`src/rtl/random_equiv_pkg.sv`:
```
// Shared types and constants for the random equivalence checker.
// Holds the FSM state encoding, Galois LFSR tap masks and the no-error index.
package random_equiv_pkg;

    typedef enum logic [2:0] {
        ST_IDLE   = 3'd0,
        ST_WARMUP = 3'd1,
        ST_RUN    = 3'd2,
        ST_DRAIN  = 3'd3,
        ST_DONE   = 3'd4
    } state_e;

    // Right-shift Galois masks for maximal-length polynomials.
    localparam logic [15:0] LFSR_TAPS_16 = 16'hB400;
    localparam logic [23:0] LFSR_TAPS_24 = 24'hE1_0000;
    localparam logic [31:0] LFSR_TAPS_32 = 32'h8020_0003;

    localparam logic [15:0] NO_ERR_IDX = 16'hFFFF;

    // Unlisted widths get a simple top+bottom tap: it still cycles
    // through nonzero states, just not maximally.
    function automatic logic [31:0] lfsr_taps(input int width);
        logic [31:0] t;
        unique case (width)
            16:      t = 32'(LFSR_TAPS_16);
            24:      t = 32'(LFSR_TAPS_24);
            32:      t = LFSR_TAPS_32;
            default: t = (32'h1 << (width - 1)) | 32'h1;
        endcase
        return t;
    endfunction

endpackage

```
`src/rtl/random_equiv_checker_lfsr.sv`:
```
// Galois LFSR stimulus source with load, step and enable controls.
// Ports: clk, reset, en_i, load_i (reload seed), step_i (advance), cur_o (low OW bits of current value).
module lfsr_stim_gen
    import random_equiv_pkg::*;
#(
    parameter int           W    = 32,
    parameter int           OW   = 13,
    parameter logic [W-1:0] SEED = W'(32'hACE1_0001)
) (
    input  logic          clk,
    input  logic          reset,
    input  logic          en_i,
    input  logic          load_i,
    input  logic          step_i,
    output logic [OW-1:0] cur_o
);

    localparam logic [W-1:0] TAPS  = W'(lfsr_taps(W));
    localparam logic [W-1:0] SEED0 = (SEED == '0) ? W'(1) : SEED;

    logic [W-1:0] lfsr_q;
    logic [W-1:0] lfsr_d;
    logic [W-1:0] cur;

    // A load is visible in the same cycle so a launch can use the seed.
    assign cur   = load_i ? SEED0 : lfsr_q;
    assign cur_o = cur[OW-1:0];

    always_comb begin
        lfsr_d = lfsr_q;
        if (en_i) begin
            lfsr_d = cur;
            if (step_i) begin
                lfsr_d = {1'b0, cur[W-1:1]} ^ (cur[0] ? TAPS : '0);
            end
        end
    end

    always_ff @(posedge clk) begin
        if (reset) begin
            lfsr_q <= SEED0;
        end else begin
            lfsr_q <= lfsr_d;
        end
    end

endmodule

```
`config.mk`:
```
export PLATFORM = sky130hd
export DESIGN_NAME = lfsr_stim_gen
export DESIGN_NICKNAME = d
export VERILOG_FILES = /design/src/rtl/random_equiv_pkg.sv /design/src/rtl/random_equiv_checker_lfsr.sv
export SDC_FILE = /design/constraint.sdc
export NUM_CORES = 1
export LEC_CHECK = 0
export ABC_AREA = 1
export CAP_MARGIN = 40
export CORE_ASPECT_RATIO = 1.1
export CORE_MARGIN = 2
export CORE_UTILIZATION = 53
export CTS_BUF_LIST = sky130_fd_sc_hd__clkbuf_4
export CTS_CLUSTER_DIAMETER = 80
export DETAILED_ROUTE_END_ITERATION = 8
export PLACE_DENSITY = 0.81
export RECOVER_POWER = 100
export SLEW_MARGIN = 0
export SYNTH_ARGS = -nofsm -noshare
export SYNTH_HDL_FRONTEND = slang
export SYNTH_SLANG_ARGS = --single-unit
```
`constraint.sdc`:
```
create_clock -name clk -period 1 [get_ports clk]
set_clock_uncertainty 0.2 [all_clocks]
set_input_delay 0.2 -clock clk [delete_from_list [all_inputs] [get_ports clk]]
set_output_delay 0.2 -clock clk [all_outputs]
set_load 0.02 [all_outputs]
```
==> flow_metrics.py <==
metrics = {
    "place": {
        "final_hpwl_from_detailed_placement_mm": 2.87,
        "globalplace.congestion": 0.762,
        "port_buffers": 17,
        "post-place-ws_ns": -1.01,
    },
    "floorplan": {
        "design.portCount": 18,
        "die_width_microns": 60.1,
        "chipHeight_microns": 65.7,
        "placeableCoreArea_sq_mm": 0.00333,
        "floorplan.rows": 22,
        "initial_core_util": 0.551,
        "floorplan.die_area_sq_mm": 0.00395,
    },
    "yosys": {
        "synth.most_common_cell": "sky130_fd_sc_hd__nand2_1",
        "asyncSetResetFlopFracSynth": 0,
        "syn_area_sq_mm": 0.00184,
        "synthTopCellsByArea": "sky130_fd_sc_hd__dfxtp_1 (35%), sky130_fd_sc_hd__nand2_1 (16%), sky130_fd_sc_hd__nand3_1 (14%)",
        "synth_seq_cells": 32,
        "synth-edff-count": 0,
        "ys_seq_area_frac": 0.349,
        "ys_dominant_reg_cell": "sky130_fd_sc_hd__dfxtp_1",
        "yosys-top-cells-count": "sky130_fd_sc_hd__nand2_1 (76), sky130_fd_sc_hd__nand3_1 (51), sky130_fd_sc_hd__nor2_1 (39), sky130_fd_sc_hd__inv_1 (38), sky130_fd_sc_hd__dfxtp_1 (32)",
        "synth_fp_nets": 298,
        "synth.largest_area_cell": "sky130_fd_sc_hd__dfxtp_1",
        "postSynthCellCount": 293,
        "synth.distinct_cells": 16,
        "synthesis.area_per_instance_sq_um": 6.26,
        "synth.top_cell.area_share": 0.349,
        "ys.warnings.count": 0,
    },
    "power": {
        "internal-power_mw": 2.05,
        "power_per_cell_area_mw_per_mm2": 1050,
        "power.sequential.fraction": 0.455,
        "p_comb_frac": 0.321,
        "p_sw_frac": 0.355,
        "switching_power_mw": 1.13,
        "power_leakage_nw": 1.49,
        "peakVddDrop_mv": 1.03,
        "clock_power_share": 0.224,
    },
    "timing": {
        "timing.final.hold_violations": 0,
        "finalWorstPathRequiredPeriod_ns": 1.45,
        "worst_slew_margin_rel": 0.827,
        "worst_slack_ns": -0.445,
        "rsz0062_at_grt": "yes",
        "setup_viol_count_final": 45,
        "fmaxAchievable_ghz": 0.692,
        "setup_total_neg_slack_ns": -8.23,
        "layout_worst_path_cycle_share": 1.45,
        "hold_ws_ns": 0.142,
        "final_max_slew_viol_count": 0,
        "tightest_slew_ns": 0.260,
    },
    "global_route": {
        "vias_in_the_first_global_route": 1933,
        "largest_net_degree_at_the_start_of_global_routing": 29,
        "antenna_found_initial": 0,
        "grt_first_pass_wirelength_mm": 8.71,
        "global_router_s_overall_resource_usage": 0.293,
        "grt_overflow_total": 0,
    },
    "worst_setup_path": {
        "reg2reg_setup_slack_ns": -0.26,
        "critPathLaunchType": "flop",
        "critical_path_arrival_ns": 1.05,
        "worst_ep_required_time_ns": 0.60,
        "worst_setup_path_end": "cur_o[8]",
        "worst_r2r_startpoint": "lfsr_q[8]",
        "critical_path_peak_fanout": 2,
        "worst_setup_path_end_kind": "primary output",
        "ff2ff_path_depth": 5,
        "criticalPathCategory": "reg -> out",
        "max_stage_delay_ns": 0.36,
        "crit_path_top_delay_cell": "sky130_fd_sc_hd__dfxtp_2",
        "timing.critical_path.cells": "inv_2, nor2_4, buf_6",
        "worst_r2r_endpoint": "lfsr_q[8]",
        "startpoint": "lfsr_q[8]",
    },
    "final_layout": {
        "num-nets-final": 355,
        "fillCellCount": 128,
        "utilization": 0.909,
        "seqCellArea_sq_um": 666,
        "regMostFlops": "lfsr_q",
        "area_occupied_by_multi_input_gates_sq_mm": 0.00129,
        "diodes": 0,
        "top_regs": "lfsr_q x32",
        "area_delta_synth_final_pct": 64.9,
        "largest_register_ffs": 32,
        "final_layout_size_suffix_gt1_frac": 0.563,
    },
    "clock_network": {
        "tritoncts_clock_tree": "built",
        "cts_made_buffers": 5,
        "htreeDepth": 2,
        "cts_hold_repair.buffers": 0,
        "cts_buffer_depth": 2,
        "clk_transition_reported_paths_ns": 0.11,
        "clk-insertion-delay-late_ns": 0.34,
        "root_buffer": "sky130_fd_sc_hd__clkbuf_4",
        "clock-sinks": 32,
    },
    "status": {
        "outcome": "finished, violations left",
        "violated_checks": "negative setup slack",
    },
    "route": {
        "vias_per_cell": 6.12,
        "wl_per_cell_microns": 21.5,
        "dr.pass1.iters": 5,
        "drtAntennaViolNets": 0,
        "postRouteWirelength_mm": 8.57,
        "drt_drc_violations_left": 0,
        "initialDrtViolationCount": 317,
        "detailroute.via_count": 2437,
    },
    "hold_path": {
        "hold_class": "in -> reg",
    },
    "run": {
        "drv_cap": 0,
    },
}
placed cells by master (no fill, tap or decap):
cell type | Yosys | routed
sky130_fd_sc_hd__o21ai_0 | 6 | 2
sky130_fd_sc_hd__inv_8 | 0 | 1
sky130_fd_sc_hd__dfxtp_2 | 0 | 20
sky130_fd_sc_hd__dlygate4sd2_1 | 0 | 1
sky130_fd_sc_hd__o21ai_1 | 6 | 6
sky130_fd_sc_hd__nor2_4 | 7 | 16
sky130_fd_sc_hd__buf_6 | 2 | 34
sky130_fd_sc_hd__inv_4 | 1 | 1
sky130_fd_sc_hd__inv_1 | 38 | 24
sky130_fd_sc_hd__a21oi_2 | 0 | 8
sky130_fd_sc_hd__dfxtp_1 | 32 | 12
sky130_fd_sc_hd__nand3_4 | 0 | 1
sky130_fd_sc_hd__buf_12 | 1 | 4
sky130_fd_sc_hd__a21oi_1 | 15 | 7
sky130_fd_sc_hd__o21ai_2 | 0 | 4
sky130_fd_sc_hd__buf_8 | 0 | 2
sky130_fd_sc_hd__nand2_2 | 0 | 21
sky130_fd_sc_hd__clkbuf_4 | 0 | 5
sky130_fd_sc_hd__clkbuf_16 | 0 | 2
sky130_fd_sc_hd__nand3_1 | 51 | 25
sky130_fd_sc_hd__nand3_2 | 0 | 25
sky130_fd_sc_hd__buf_4 | 4 | 24
sky130_fd_sc_hd__clkinv_1 | 0 | 2
sky130_fd_sc_hd__nand2_4 | 0 | 11
sky130_fd_sc_hd__bufinv_16 | 0 | 1
sky130_fd_sc_hd__bufbuf_16 | 0 | 1
sky130_fd_sc_hd__inv_2 | 1 | 13
sky130_fd_sc_hd__inv_6 | 0 | 1
sky130_fd_sc_hd__clkbuf_2 | 0 | 2
sky130_fd_sc_hd__nand2_1 | 76 | 44
sky130_fd_sc_hd__nor2_1 | 39 | 30
metal layers:
metal  wire [microns]  global-route usage
met1             2880               0.324
met4              817               0.139
met3              818              0.0551
met2             4050               0.524
met5                0                   0
cell families after synthesis:
| family | Yosys count | share of synthesized area |
|---|---|---|
| and+or+nand+nor | 173 | 0.417 |
| AOI/OAI and AO/OA | 27 | 0.0736 |
| buffers and inverters | 61 | 0.160 |
| DFF | 32 | 0.349 |
area by class of cell:
type                    count  share of cell area
clock buffers               5              0.0124
clock inverters             2             0.00248
inverters                  40              0.0616
multi-input cells         200               0.425
flip-flops and latches     32               0.220
well taps                  48              0.0198
repair buffers             70               0.256
repair inverters            1             0.00289
how the worst min path moves through the flow:
| stage | startpoint | to | slack, ns | depth (start not counted) |
|---|---|---|---|---|
| 2_1_floorplan | lfsr_q[21] | lfsr_q[21] | 0.26 | 2 |
| 3_3_place_gp | lfsr_q[16] | lfsr_q[16] | 0.27 | 2 |
| 3_5_place_dp | lfsr_q[23] | lfsr_q[23] | 0.28 | 2 |
| 4_1_cts | load_i | lfsr_q[0] | 0.17 | 6 |
| 5_1_grt | en_i | lfsr_q[0] | 0.14 | 4 |
| 6_report | en_i | lfsr_q[0] | 0.14 | 4 |
metrics by stage:
stage,instances,power (mW),cell area (sq um)
after floorplan,293,1.86,1900
after global placement,376,2.05,2300
after detailed placement,376,2.07,2300
after CTS,394,2.85,2650
after global routing,398,3.27,3030
final,398,3.17,3030
critical path, delay by kind of cell (launching register included):
kind	cells	cell delay, ns
DFF	1	0.36
buffers and inverters	2	0.20
and+or+nand+nor	1	0.14
power groups by stage:
stage          clock (mW)  sequential (mW)  combinational (mW)
2_1_floorplan           0             1.42               0.438
3_3_place_gp            0             1.43               0.622
3_5_place_dp            0             1.43               0.641
4_1_cts             0.684             1.41               0.752
5_1_grt             0.758             1.45                1.06
6_report            0.711             1.45                1.02
timing repair:
action | CTS | global route
setup endpoints to repair | 45 | 45
resized for setup | 156 | 97
cloned | 1 | 4
pin swaps | 24 | 33
buffers inserted | 17 | 9
No activity file was read; power rests on OpenSTA's default activity.
